--- config.mk ---
export PLATFORM = sky130hd
export DESIGN_NAME = alu_exec_ctrl
export DESIGN_NICKNAME = d
export VERILOG_FILES = /design/src/rtl/alu_exec_pkg.sv /design/src/rtl/alu_exec_regfile.sv /design/src/rtl/alu_exec_ctrl.sv
export SDC_FILE = /design/constraint.sdc
export NUM_CORES = 1
export LEC_CHECK = 0
export BUFFER_PORTS_ARGS = -buffer_cell sky130_fd_sc_hd__buf_2
export CAP_MARGIN = 5
export CORE_ASPECT_RATIO = 0.5
export CORE_MARGIN = 2
export CORE_UTILIZATION = 55
export DETAILED_ROUTE_END_ITERATION = 6
export PLACE_DENSITY = 0.8
export SYNTH_ARGS = -nofsm -noshare
export SYNTH_HDL_FRONTEND = slang
export SYNTH_SLANG_ARGS = --single-unit
--- constraint.sdc ---
create_clock -name clk -period 1.92 [get_ports clk]
set_input_delay 0.576 -clock clk [delete_from_list [all_inputs] [get_ports clk]]
set_output_delay 0.576 -clock clk [all_outputs]
set_load 0.005 [all_outputs]
--- src/rtl/alu_exec_pkg.sv ---
// +----------------------------------------------------------------------------+
// | Module  : alu_exec_pkg                                                     |
// | Brief   : Opcodes, ALU selects and FSM state type for alu_exec_ctrl.       |
// | Rev     : 1.0  initial release                                             |
// +----------------------------------------------------------------------------+
`default_nettype none

package alu_exec_pkg;

   localparam logic [2:0] OP_ADD  = 3'b000;
   localparam logic [2:0] OP_SUB  = 3'b001;
   localparam logic [2:0] OP_AND  = 3'b010;
   localparam logic [2:0] OP_OR   = 3'b011;
   localparam logic [2:0] OP_XOR  = 3'b100;
   localparam logic [2:0] OP_CMP  = 3'b101;
   localparam logic [2:0] OP_MOV  = 3'b110;
   localparam logic [2:0] OP_RSVD = 3'b111;

   localparam logic [2:0] SEL_ADD = 3'b000;
   localparam logic [2:0] SEL_SUB = 3'b001;
   localparam logic [2:0] SEL_AND = 3'b010;
   localparam logic [2:0] SEL_OR  = 3'b011;
   localparam logic [2:0] SEL_XOR = 3'b100;

   typedef enum logic [0:0] {
      ST_IDLE = 1'b0,
      ST_EXEC = 1'b1
   } state_t;

   // CMP reuses the subtractor; MOV is OR with a zero A operand.
   function automatic logic [2:0] op_to_sel(input logic [2:0] op);
      case (op)
         OP_ADD:  op_to_sel = SEL_ADD;
         OP_SUB:  op_to_sel = SEL_SUB;
         OP_AND:  op_to_sel = SEL_AND;
         OP_OR:   op_to_sel = SEL_OR;
         OP_XOR:  op_to_sel = SEL_XOR;
         OP_CMP:  op_to_sel = SEL_SUB;
         OP_MOV:  op_to_sel = SEL_OR;
         default: op_to_sel = SEL_ADD;
      endcase
   endfunction

endpackage

`default_nettype wire

--- src/rtl/alu_exec_regfile.sv ---
// +----------------------------------------------------------------------------+
// | Module  : alu_exec_regfile                                                 |
// | Brief   : 2R/1W register file; ALU_EXEC_DBG_PORT_EN adds a debug read.     |
// | Rev     : 1.0  initial release                                             |
// +----------------------------------------------------------------------------+
`default_nettype none

module alu_exec_regfile #(
   parameter int NUM_REGS = 4,
   parameter int DATA_W   = 8
) (
   input  logic                        clk,
   input  logic                        rst_n,
   input  logic                        i_we,
   input  logic [$clog2(NUM_REGS)-1:0] i_waddr,
   input  logic [DATA_W-1:0]           i_wdata,
   input  logic [$clog2(NUM_REGS)-1:0] i_raddr_a,
   output logic [DATA_W-1:0]           o_rdata_a,
   input  logic [$clog2(NUM_REGS)-1:0] i_raddr_b,
   output logic [DATA_W-1:0]           o_rdata_b
`ifdef ALU_EXEC_DBG_PORT_EN
   ,
   input  logic [$clog2(NUM_REGS)-1:0] i_dbg_addr,
   output logic [DATA_W-1:0]           o_dbg_data
`endif
);

   logic [DATA_W-1:0] r_mem [NUM_REGS];

   always_ff @(posedge clk or negedge rst_n) begin
      if (!rst_n) begin
         for (int i = 0; i < NUM_REGS; i++) begin
            r_mem[i] <= '0;
         end
      end else if (i_we) begin
         r_mem[i_waddr] <= i_wdata;
      end
   end

   assign o_rdata_a = r_mem[i_raddr_a];
   assign o_rdata_b = r_mem[i_raddr_b];

`ifdef ALU_EXEC_DBG_PORT_EN
   assign o_dbg_data = r_mem[i_dbg_addr];
`endif

endmodule

`default_nettype wire

--- src/rtl/alu_exec_ctrl.sv ---
// +----------------------------------------------------------------------------+
// | Module  : alu_exec_ctrl                                                    |
// | Brief   : Two-cycle execute controller driving a combinational 8-bit ALU.  |
// |           ALU_EXEC_DBG_PORT_EN adds DbgAddr/DbgData register peek ports.   |
// | Rev     : 1.0  initial release                                             |
// +----------------------------------------------------------------------------+
`default_nettype none

module alu_exec_ctrl
   import alu_exec_pkg::*;
#(
   parameter int NUM_REGS = 4,
   parameter int DATA_W   = 8
) (
   input  logic                        clk,
   input  logic                        rst_n,
   input  logic                        InstrValid,
   output logic                        InstrReady,
   input  logic [2:0]                  InstrOp,
   input  logic [$clog2(NUM_REGS)-1:0] InstrRd,
   input  logic [$clog2(NUM_REGS)-1:0] InstrRs,
   input  logic                        InstrImmEn,
   input  logic [DATA_W-1:0]           InstrImm,
   output logic [DATA_W-1:0]           AluA,
   output logic [DATA_W-1:0]           AluB,
   output logic [2:0]                  AluSel,
   input  logic [DATA_W-1:0]           AluOut,
   input  logic                        AluCarry,
   output logic                        DoneValid,
   output logic [DATA_W-1:0]           DoneData,
   output logic                        ZeroFlag,
   output logic                        CarryFlag,
   output logic                        IllegalOp
`ifdef ALU_EXEC_DBG_PORT_EN
   ,
   input  logic [$clog2(NUM_REGS)-1:0] DbgAddr,
   output logic [DATA_W-1:0]           DbgData
`endif
);

   localparam int c_AW = $clog2(NUM_REGS);

   state_t            r_state;
   state_t            w_next_state;
   logic [2:0]        r_op;
   logic [c_AW-1:0]   r_rd;
   logic [DATA_W-1:0] r_alu_a;
   logic [DATA_W-1:0] r_alu_b;
   logic [2:0]        r_alu_sel;
   logic              r_done_valid;
   logic [DATA_W-1:0] r_done_data;
   logic              r_zero;
   logic              r_carry;
   logic              r_illegal;

   logic              w_accept;
   logic              w_legal;
   logic              w_we;
   logic              w_arith;
   logic [DATA_W-1:0] w_rdata_a;
   logic [DATA_W-1:0] w_rdata_b;

   assign w_legal = (InstrOp != OP_RSVD);
   assign w_we    = (r_state == ST_EXEC) && (r_op != OP_CMP);
   assign w_arith = (r_op == OP_ADD) || (r_op == OP_SUB) || (r_op == OP_CMP);

   alu_exec_regfile #(
      .NUM_REGS (NUM_REGS),
      .DATA_W   (DATA_W)
   ) u_regfile (
      .clk       (clk),
      .rst_n     (rst_n),
      .i_we      (w_we),
      .i_waddr   (r_rd),
      .i_wdata   (AluOut),
      .i_raddr_a (InstrRd),
      .o_rdata_a (w_rdata_a),
      .i_raddr_b (InstrRs),
      .o_rdata_b (w_rdata_b)
`ifdef ALU_EXEC_DBG_PORT_EN
      ,
      .i_dbg_addr (DbgAddr),
      .o_dbg_data (DbgData)
`endif
   );

   always_ff @(posedge clk or negedge rst_n) begin
      if (!rst_n) begin
         r_state <= ST_IDLE;
      end else begin
         r_state <= w_next_state;
      end
   end

   always_comb begin
      w_next_state = r_state;
      InstrReady   = 1'b0;
      w_accept     = 1'b0;
      case (r_state)
         ST_IDLE: begin
            InstrReady = 1'b1;
            w_accept   = InstrValid;
            if (InstrValid && w_legal) begin
               w_next_state = ST_EXEC;
            end
         end
         ST_EXEC: begin
            w_next_state = ST_IDLE;
         end
         default: begin
            w_next_state = ST_IDLE;
         end
      endcase
   end

   always_ff @(posedge clk or negedge rst_n) begin
      if (!rst_n) begin
         r_op         <= OP_ADD;
         r_rd         <= '0;
         r_alu_a      <= '0;
         r_alu_b      <= '0;
         r_alu_sel    <= SEL_ADD;
         r_done_valid <= 1'b0;
         r_done_data  <= '0;
         r_zero       <= 1'b0;
         r_carry      <= 1'b0;
         r_illegal    <= 1'b0;
      end else begin
         r_done_valid <= 1'b0;
         r_illegal    <= 1'b0;
         if (w_accept) begin
            if (w_legal) begin
               r_op      <= InstrOp;
               r_rd      <= InstrRd;
               r_alu_a   <= (InstrOp == OP_MOV) ? '0 : w_rdata_a;
               r_alu_b   <= InstrImmEn ? InstrImm : w_rdata_b;
               r_alu_sel <= op_to_sel(InstrOp);
            end else begin
               r_illegal <= 1'b1;
            end
         end
         if (r_state == ST_EXEC) begin
            r_done_valid <= 1'b1;
            r_done_data  <= AluOut;
            r_zero       <= (AluOut == '0);
            // Logic ops leave AluCarry undriven, so it is masked, not sampled.
            r_carry      <= w_arith ? AluCarry : 1'b0;
         end
      end
   end

   assign AluA      = r_alu_a;
   assign AluB      = r_alu_b;
   assign AluSel    = r_alu_sel;
   assign DoneValid = r_done_valid;
   assign DoneData  = r_done_data;
   assign ZeroFlag  = r_zero;
   assign CarryFlag = r_carry;
   assign IllegalOp = r_illegal;

endmodule

`default_nettype wire

# --- Yosys cells after proc, flatten, opt, wreduce, memory -nomap -nowiden ---
# Index checks and enable logic that the tools add are counted.
totals:
  regBits: 69
  input_bits: 28
  output_inout_bits: 32
  wordCells: 63
classes:
  order_cmp: 4
  n_eq_ne: 10
  muxes: 20
  bitwise_logic: 4
  n_reduce_logical: 10
op_table:
  columns: ["operator", "count"]
  rows:
  - ["2-to-1 mux 8 bit", 7]
  - ["binary-select mux 8 bit (select 2 bit)", 2]
  - ["bitwise mux 32 bit", 1]
  - ["demux 8 bit (select 2 bit)", 1]
  - ["equality test 3 bit (second input constant)", 4]
  - ["case mux 3 bit (4 select lines)", 1]
  - ["greater-or-equal comparator 3 bit (second input constant)", 3]
  - ["NOT 2 -> 3 bit", 3]
  - ["zero test 8 bit", 1]
  - ["2-to-1 mux 1 bit", 7]
  - ["equality test 3 x 1 -> 1 bit (second input constant)", 2]
  - ["equality test 3 x 2 -> 1 bit (second input constant)", 2]
  - ["inequality test 3 bit (second input constant)", 2]
  - ["OR reduction 2 bit", 2]
  - ["logical AND 1 bit", 3]
  - ["zero test 3 bit", 1]
  - ["less-than comparator 3 x 1 -> 1 bit (second input constant)", 1]
  - ["logical OR 1 bit", 2]
  - ["case mux 1 bit (2 select lines)", 1]
  - ["AND reduction 2 bit", 1]
  - ["NOT 1 bit", 1]

# --- Longest topological paths before layout ---
# Gate-level depths: netlist of the first run.
logic_depth:
  word_depth: 6
  mapped_depth: 7

# --- Cells and area by module ---
# A second synthesis of the first run with hierarchy kept.
unflattened:
  hier_cells: 203
  hier_area_um2: 3090.5
by_module_without_submodules:
  columns: ["mod", "n_inst", "cells_each", "area_each_um2", "seq_area_each_um2"]
  rows:
  - ["alu_exec_regfile", 1, 88, 1590.3, 800.8]
  - ["alu_exec_ctrl", 1, 115, 1500.2, 925.9]

# --- Worst setup path before layout of the first run ---
# No wires, ideal clock.
synth_path:
  kind: "input to register"
  start: "input InstrRd[0]"
  end: "register r_alu_a[0], in the netlist AluA[0]"
  arrival_ns: 1.755
  setup_slack_ns: 0.044
  path_stages: 3
  n_path_buf: 1
  path_cell_list: "clkbuf_1 mux4_2 a22o_1"
synth_via:
  elab_chain_len: 5
synth_rtl:
  columns: ["element", "line", "rtl"]
  rows:
  - ["start: declaration", "alu_exec_ctrl.sv:20", "input logic [$clog2(NUM_REGS)-1:0] InstrRd,"]
  - ["NOT 2 -> 3 bit (not written as such)", "alu_exec_regfile.sv:40", "assign o_rdata_a = r_mem[i_raddr_a];"]
  - ["binary-select mux 8 bit (select 2 bit)", "alu_exec_regfile.sv:40", null]
  - ["2-to-1 mux 8 bit (not written as such) (2 in series)", "alu_exec_regfile.sv:40", null]
  - ["2-to-1 mux 8 bit", "alu_exec_ctrl.sv:135", "r_alu_a <= (InstrOp == OP_MOV) ? '0 : w_rdata_a;"]
  - ["end signal: assignment", "alu_exec_ctrl.sv:135", null]
  - ["end: declaration", "alu_exec_ctrl.sv:47", "logic [DATA_W-1:0] r_alu_a;"]
# Every way passes these cells. The select of a mux whose other input is x is not followed.
# A chain may end at the register's enable or synchronous reset.

# --- Final worst setup path of the first run ---
layout_path:
  start: "register r_op[0]"
  end: "register u_regfile.r_mem[24] (netlist bit)"
layout_via:
  elab_chain_len: 2
layout_rtl:
  columns: ["element", "line", "rtl"]
  rows:
  - ["start: declaration", "alu_exec_ctrl.sv:45", "logic [2:0] r_op;"]
  - ["start signal: assignment", "alu_exec_ctrl.sv:133", "r_op <= InstrOp;"]
  - ["inequality test 3 bit", "alu_exec_ctrl.sv:64", "assign w_we = (r_state == ST_EXEC) && (r_op != OP_CMP);"]
  - ["logical AND 1 bit", "alu_exec_ctrl.sv:64", null]
  - ["end signal: indexed assignment", "alu_exec_regfile.sv:36", "r_mem[i_waddr] <= i_wdata;"]
  - ["end: declaration", "alu_exec_regfile.sv:28", "logic [DATA_W-1:0] r_mem [NUM_REGS];"]
# Every way passes these cells.

==> impl_metrics.json, run 1 <==
{
  "finalSetupViolCount": 0,
  "grt_max_degree": 44,
  "hold_viol_final": 0,
  "layout-drive-gt1-share": 0.533,
  "grt.total_usage": 0.253,
  "arrival_ps": 1910,
  "layout_common_cells": "69 x dfrtp_1, 59 x buf_2, 37 x mux2_2, 17 x a21oi_1, 16 x mux4_2",
  "layout_commonest_cell": "dfrtp_1",
  "fmaxAchievable_ghz": 0.586,
  "crit_type": "flop to flop",
  "clkTransAtPathRegs_ps": 50,
  "ys_ff_latch": 69,
  "syn-num-nets": 231,
  "drv_cap": 0,
  "timing.final.max_slew_violations": 0,
  "h-tree-depth": 3,
  "syn_area_mm2": 0.00313,
  "hpwl_um": 4970,
  "ys_types": 27,
  "fillers": 386,
  "wl_met3_um": 450,
  "cts_max_path_buffers": 2,
  "ctsRootBufferMaster": "clkbuf_16",
  "ys_seq_area_frac": 0.552,
  "die_x_um": 111,
  "ir_drop_v": 0.000647,
  "clk_latency_ps": 320,
  "cts_setup_buffers": 0,
  "antenna_found_initial": 0,
  "worst_pin_slew_ps": 541,
  "p_leak_nw": 1.75,
  "drt-pass1-iter-count": 4,
  "hold_class": "input port to asynchronous set/reset pin",
  "yosys_warnings": 0,
  "first_iter_violations": 154,
  "r2r-start": "r_op[0]",
  "drc": 0,
  "period_needed_ps": 1710,
  "design.core.area_mm2": 0.00549,
  "postPlaceCellArea_mm2": 0.00353,
  "die_area_mm2": 0.00634,
  "grt_overflow": 0,
  "area.growth.synth_to_final_pct": 21.3,
  "die_y_um": 57.3,
  "finalClockSkew_ps": 4.59,
  "synthCells": 203,
  "start_kind": "flop",
  "wl_met2_um": 3430,
  "avgViaCountPerCell": 6.05,
  "multiInputGateArea_mm2": 0.00132,
  "vias": 2111,
  "syn_area_per_cell_um2": 15.4,
  "reg2regPathDepth": 3,
  "gp_congestion": 0.765,
  "rows": 19,
  "synth_edf_count": 0,
  "critPathMaxFanout": 8,
  "cts-buffers-inserted": 9,
  "final_nets": 300,
  "top_layer_used": "met4",
  "holdBufCountCts": 0,
  "setup.worst_path.end": "u_regfile.r_mem[24]",
  "detail-route-antenna-nets": 0,
  "wl_per_cell_um": 20.6,
  "endpoint_kind": "flop",
  "numClockSinks": 69,
  "num_antenna_cells": 0,
  "crit_path_start": "r_op[0]",
  "outcome": "finished clean",
  "dp_slack_ps": 109,
  "grt_pass1_wl_um": 11900,
  "cts_tree": "yes",
  "register_area_mm2": 0.00173,
  "drt_wl_total_um": 7200,
  "ys_async_sr_fraction": 1.00,
  "grt_pass1_vias": 2209,
  "initial_utilization": 0.569,
  "post_cts_resized": 0,
  "timing.final.crit_share": 0.888,
  "final_cell_area_mm2": 0.00379,
  "grt_setup_unrepaired": "false",
  "p_per_area_mw_per_mm2": 1370,
  "cp.required_ps": 2130,
  "max_slew_margin": 0.639,
  "ioPinCount": 60,
  "worst_slack_ps": 215,
  "timing.rr.end": "u_regfile.r_mem[24]",
  "io_buffers": 59,
  "dominantRegCellSynth": "dfrtp_1",
  "met1_length_um": 3280,
  "r2r_slack_ps": 210,
  "tns_ps": 0
}
## cells by family (layout without fill, tap and decap cells)
| logic type | Yosys count | in the layout | synth area share |
|---|---|---|---|
| AOI/OAI and AO/OA | 31 | 31 | 0.0637 |
| buffers and inverters | 17 | 90 | 0.0260 |
| DFF | 69 | 69 | 0.552 |
| muxes | 69 | 69 | 0.313 |
| and+or+nand+nor | 17 | 17 | 0.0452 |
## state kept, by name (all words and copies together) (netlist names)
name             count
IllegalOp            1
CarryFlag            1
u_regfile.r_mem     32
AluB                 8
AluA                 8
ZeroFlag             1
DoneData             8
DoneValid            1
r_op                 3
AluSel               3
r_state              1
r_rd                 2
## routing by layer
layer  up-vias  global-route usage
li1        909                   -
met1      1117               0.350
met2        78               0.397
met3         7              0.0744
met4         0              0.0804
met5         -                   0
## power by group
group	internal (mW)	switching (mW)	leakage (nW)	total, mW
clock network	0.898	0.554	0.129	1.45
registers	1.98	0.396	0.825	2.37
logic	0.875	0.483	0.794	1.36
## final cells by class
type,count,area share
well taps,73,0.0241
multi-input cells,117,0.347
repair buffers,70,0.0996
clock buffers,13,0.0660
inverters,5,0.00495
flip-flops and latches,69,0.455
clock inverters,2,0.00264
## how the worst min path moves through the flow
stage          slack (ps)  depth (start not counted)        start                   to
6_report              250                          2        rst_n  u_regfile.r_mem[28]
5_1_grt               280                          2        rst_n   u_regfile.r_mem[5]
4_1_cts               250                          2        rst_n          DoneData[5]
3_5_place_dp          490                          1      AluA[0]              AluA[0]
3_3_place_gp          480                          1  DoneData[2]          DoneData[2]
2_1_floorplan         280                          0        rst_n              AluA[0]
## worst max-delay path, stage by stage, from the launching register on
cell	delay (ps)
dfrtp_1	400
and3b_1	270
or4_4	570
mux2_4	340
## synthesized netlist by cell type (2+ instances only)
cell | count | share of area
nor4_1 | 2 | 0.0040
nand3_1 | 4 | 0.0064
o21ai_0 | 2 | 0.0032
nand2b_1 | 2 | 0.0040
a2bb2oi_1 | 2 | 0.0056
mux2i_1 | 8 | 0.026
a21oi_1 | 17 | 0.027
clkbuf_1 | 3 | 0.0036
mux4_2 | 16 | 0.12
a22o_1 | 9 | 0.025
dfrtp_1 | 69 | 0.55
nor4b_4 | 2 | 0.015
inv_1 | 5 | 0.0060
mux2_4 | 8 | 0.038
buf_2 | 5 | 0.0080
buf_1 | 2 | 0.0024
mux2_2 | 37 | 0.13
## stage by stage
| stage | cells | total power, mW | hold slack [ps] | util |
|---|---|---|---|---|
| after global placement | 334 | 3.61 | 483 | 0.643 |
| final | 349 | 5.18 | 254 | 0.691 |
| after floorplan | 203 | 3.20 | 280 | - |
| after global routing | 349 | 5.44 | 280 | 0.691 |
| after detailed placement | 334 | 3.72 | 490 | 0.643 |
| after CTS | 349 | 5.21 | 249 | 0.691 |
Note: power is estimated with default switching activity, not from simulation.
==> inputs of run 2 (changes only) <==
--- a/config.mk
+++ b/config.mk
@@ -9,9 +9,10 @@
 export CAP_MARGIN = 5
 export CORE_ASPECT_RATIO = 0.5
 export CORE_MARGIN = 2
-export CORE_UTILIZATION = 55
+export CORE_UTILIZATION = 34
 export DETAILED_ROUTE_END_ITERATION = 6
-export PLACE_DENSITY = 0.8
+export PLACE_DENSITY = 0.54
+export RECOVER_POWER = 100
 export SYNTH_ARGS = -nofsm -noshare
 export SYNTH_HDL_FRONTEND = slang
 export SYNTH_SLANG_ARGS = --single-unit
==> run 2 against run 1 <==
Compared with the run above:
- maximum frequency decreased by 4.1%
- global-route usage is 9.0 points lower
- register-to-register slack got worse by 70 ps
- count of clock-buffer cells in the layout is 1 higher
- setup slack worse by 73 ps
- sequential share of layout area is 0.17 points higher
- critical path type unchanged
- largest cell class unchanged
==> impl_metrics.json, run 2 (synthesized netlist as in run 1, its figures left out) <==
{
  "numClockSinks": 69,
  "largest_register_ffs": 32,
  "dp_slack_ps": 72.5,
  "final_cells": 394,
  "critPathMaxFanout": 8,
  "timing.final.crit_share": 0.926,
  "hold_viol_final": 0,
  "timing.final.max_slew_violations": 0,
  "critPathMaxStageDelay_ps": 380,
  "hpwl_um": 5120,
  "detail-route-antenna-nets": 0,
  "rows": 24,
  "endpoint_kind": "flop",
  "worst_slack_ps": 142,
  "io_buffers": 59,
  "start_kind": "flop",
  "arrival_ps": 1990,
  "hold_class": "input port to asynchronous set/reset pin",
  "die_area_mm2": 0.0100,
  "p_per_area_mw_per_mm2": 1340,
  "fmaxAchievable_ghz": 0.562,
  "initial_utilization": 0.354,
  "grt_max_degree": 70,
  "period_needed_ps": 1780,
  "tns_ps": 0,
  "register_area_mm2": 0.00173,
  "outcome": "finished clean",
  "post_cts_resized": 0,
  "finalClockSkew_ps": 2.84,
  "cp.required_ps": 2130,
  "ioPinCount": 60,
  "p_leak_nw": 1.66,
  "postPlaceCellArea_mm2": 0.00360,
  "finalSetupViolCount": 0,
  "antenna_found_initial": 0,
  "cts-buffers-inserted": 9,
  "path_cells": "and3b_1 -> nor4b_4 -> clkbuf_2 -> mux2_2",
  "total_power_mw": 5.05,
  "holdBufCountCts": 0,
  "grt_setup_unrepaired": "false",
  "wl_per_cell_um": 19.1,
  "drc": 0,
  "final_nets": 300,
  "area.growth.synth_to_final_pct": 20.9,
  "design.core.area_mm2": 0.00883,
  "final_cell_area_mm2": 0.00378,
  "layout-drive-gt1-share": 0.448,
  "dp.cells": 378,
  "h-tree-depth": 3,
  "largest_register": "u_regfile.r_mem",
  "drt-pass1-iter-count": 4,
  "max_slew_margin": 0.368,
  "gp_congestion": 0.747,
  "cts_setup_buffers": 0,
  "clkTransAtPathRegs_ps": 50,
  "avgViaCountPerCell": 5.16,
  "grt.total_usage": 0.163,
  "first_iter_violations": 104,
  "fillers": 843,
  "worst_pin_slew_ps": 949,
  "clk_latency_ps": 330,
  "layout_commonest_cell": "dfrtp_1",
  "layout_common_cells": "69 x dfrtp_1, 46 x buf_2, 37 x mux2_2, 19 x clkbuf_1, 17 x a21oi_1",
  "vias": 2035,
  "cpMaxStageDelayCell": "dfrtp_1",
  "drt_wl_total_um": 7530,
  "multiInputGateArea_mm2": 0.00129,
  "ir_drop_v": 0.000493,
  "die_x_um": 140,
  "grt_overflow": 0,
  "hold-worst-slack_ps": 498,
  "utilization": 0.428,
  "cts_max_path_buffers": 2,
  "drv_cap": 0,
  "ctsRootBufferMaster": "clkbuf_16",
  "grt_pass1_wl_um": 12100,
  "grt_pass1_vias": 2077,
  "cts_tree": "yes",
  "die_y_um": 71.8,
  "num_antenna_cells": 0,
  "crit_type": "flop to flop"
}
run 2: changes by cell type in the layout (fill, tap and decap cells not counted):
cell	change
buf_2	-13
clkbuf_1	+16
buf_4	-7
clkbuf_4	+1
clkbuf_2	+5
clkbuf_8	-1
mux2_4	-8
mux2_1	+8
run 2: worst paths after layout:
kind                            slack (ps)         from             endpoint  cells after the start
max in group asynchronous              810        rst_n              AluB[0]                      2
worst max register to register         140      r_op[2]  u_regfile.r_mem[14]                      4
min in group clk                       500  DoneData[3]          DoneData[3]                      1
worst max-delay path                   140      r_op[2]  u_regfile.r_mem[14]                      4
worst min register to register         500  DoneData[3]          DoneData[3]                      1
worst min-delay path                   500        rst_n          DoneData[5]                      2
run 2: power by group:
group / internal [mW] / switching, mW / leakage, nW / total (mW)
clock: 0.871 / 0.568 / 0.125 / 1.44
combinational: 0.790 / 0.467 / 0.707 / 1.26
sequential: 1.98 / 0.374 / 0.825 / 2.35
run 2: worst max-delay path, delay by kind of cell, from the launching register on:
kind	cells	cell delay, ps
flops	1	380
mux	1	370
buf+inv	1	340
simple gates	2	560
run 2: layout make-up:
cell class	count	share of cell area
sequential	69	0.457
multi-input combinational	117	0.341
timing repair buffer	70	0.0914
clock buffer	14	0.0646
tap	117	0.0387
inverter	5	0.00497
clock inverter	2	0.00265
run 2: metal layers:
layer / share of wire / global-route usage
met3: 0.066 / 0.0501
met4: 0.010 / 0.0600
met1: 0.47 / 0.231
met5: 0 / 0
met2: 0.45 / 0.239
==> inputs of run 3 (changes only) <==
--- a/config.mk
+++ b/config.mk
@@ -13,6 +13,8 @@
 export DETAILED_ROUTE_END_ITERATION = 6
 export PLACE_DENSITY = 0.54
 export RECOVER_POWER = 100
+export REMOVE_ABC_BUFFERS = 1
+export SKIP_CTS_REPAIR_TIMING = 1
 export SYNTH_ARGS = -nofsm -noshare
 export SYNTH_HDL_FRONTEND = slang
 export SYNTH_SLANG_ARGS = --single-unit
==> run 3 against run 2 <==
Compared with the run above:
- via count shrank 1.1%
- setup slack lost 15 ps
- wire length hardly changed
- global-route usage down 0.13 points
- sequential power is essentially flat
- non-clock buffer count stayed put
- hold slack worse by 200 ps
- flip-flop and latch count did not move
- clock power grew 19%
- combinational power about the same
- critical endpoint is now u_regfile.r_mem[13]
- largest cell class unchanged
==> impl_metrics.json, run 3 (synthesized netlist as in run 1, its figures left out) <==
{
  "drt-pass1-iter-count": 4,
  "arrival_ps": 2000,
  "die_x_um": 140,
  "timing.rr.end": "u_regfile.r_mem[13]",
  "initial_utilization": 0.354,
  "r2r-start": "r_op[2]",
  "drv_cap": 0,
  "cts_max_path_buffers": 2,
  "gp_congestion": 0.729,
  "cts-buffers-inserted": 9,
  "fillers": 848,
  "grt_overflow": 0,
  "crit_path_start": "r_op[2]",
  "clk_latency_ps": 330,
  "p_per_area_mw_per_mm2": 1390,
  "setup.worst_path.end": "u_regfile.r_mem[13]",
  "finalSetupViolCount": 0,
  "endpoint_kind": "flop",
  "drc": 0,
  "start_kind": "flop",
  "fmaxAchievable_ghz": 0.558,
  "avgViaCountPerCell": 5.11,
  "hold-worst-slack_ps": 297,
  "grt_pass1_vias": 2187,
  "max_slew_margin": 0.490,
  "cts_tree": "yes",
  "r2r_slack_ps": 130,
  "critPathMaxFanout": 8,
  "outcome": "finished clean",
  "timing.final.crit_share": 0.934,
  "numClockSinks": 69,
  "die_area_mm2": 0.0100,
  "p_leak_nw": 1.66,
  "antenna_found_initial": 0,
  "period_needed_ps": 1790,
  "ir_drop_v": 0.000521,
  "h-tree-depth": 3,
  "die_y_um": 71.8,
  "num_antenna_cells": 0,
  "area.growth.synth_to_final_pct": 21.5,
  "grt.total_usage": 0.162,
  "first_iter_violations": 79,
  "detail-route-antenna-nets": 0,
  "clkTransAtPathRegs_ps": 60,
  "drt_wl_total_um": 7520,
  "wl_per_cell_um": 19.1,
  "rows": 24,
  "io_buffers": 59,
  "reg2regPathDepth": 4,
  "largest_register_ffs": 32,
  "layout_commonest_cell": "dfrtp_1",
  "grt_pass1_wl_um": 12000,
  "hold_viol_final": 0,
  "finalClockSkew_ps": 5.52,
  "ioPinCount": 60,
  "utilization": 0.430,
  "grt_max_degree": 29,
  "timing.final.max_slew_violations": 0,
  "vias": 2012,
  "layout-drive-gt1-share": 0.440,
  "crit_type": "flop to flop",
  "hpwl_um": 5380,
  "grt_setup_unrepaired": "false",
  "final_nets": 300,
  "design.core.area_mm2": 0.00883,
  "total_power_mw": 5.29,
  "layout_common_cells": "69 x dfrtp_1, 43 x buf_2, 37 x mux2_2, 19 x clkbuf_1, 17 x a21oi_1",
  "hold_class": "input port to asynchronous set/reset pin",
  "ctsRootBufferMaster": "clkbuf_16",
  "largest_register": "u_regfile.r_mem",
  "cp.required_ps": 2130,
  "worst_pin_slew_ps": 765
}
==> run 3: cell count changes in the layout (fill, tap and decap cells not counted) <==
cell       before  now
clkbuf_4        1    0
clkbuf_2        5    6
clkinv_2        2    3
buf_2          46   43
bufinv_16       0    2
nor4b_1         0    2
nor4b_4         2    0
==> run 3: layer usage <==
metal,up-vias,global-route usage,part of all wire
li1,902,-,-
met1,1045,0.211,0.48
met2,54,0.257,0.46
met3,11,0.0635,0.053
met4,0,0.0433,0.0084
met5,-,0,0
==> run 3: worst min path at each step <==
stage	startpoint	to	slack (ps)	cells past startpoint
floorplan	rst_n	AluA[0]	280	0
global placement	AluA[6]	AluA[6]	490	1
detailed placement	AluA[3]	AluA[3]	490	1
CTS	rst_n	DoneData[4]	170	1
global route	rst_n	u_regfile.r_mem[14]	350	1
finish	rst_n	u_regfile.r_mem[14]	300	1
==> run 3: final cells by class <==
type                       count  area [um^2]  share of cell area
clock inverter                 5         75.1              0.0198
clock buffer                  11          233              0.0613
sequential                    69         1730               0.455
timing repair buffer          70          339              0.0893
inverter                       5         18.8             0.00494
multi-input combinational    117         1260               0.331
tap                          117          146              0.0386
==> run 3: power by group <==
part	total [mW]	switching, mW	internal (mW)
registers	2.33	0.355	1.98
clock network	1.72	0.589	1.13
logic	1.24	0.463	0.779
total	5.29	1.41	3.88
==> run 3: metrics by stage <==
stage	setup slack [ps]	instance area, um^2	setup TNS, ps	cells
after detailed placement	82.8	3610	0	378
after global routing	69.4	3800	0	394
after global placement	80.3	3610	0	378
after CTS	158	3920	0	394
final	127	3800	0	394
after floorplan	-125	3060	-250	191
==> run 3: worst max-delay path, cell delays in order, from the launching register on <==
cell and delay, ps:
dfrtp_1 380, and3b_1 250, nor4b_1 340, clkbuf_2 340, mux2_2 370
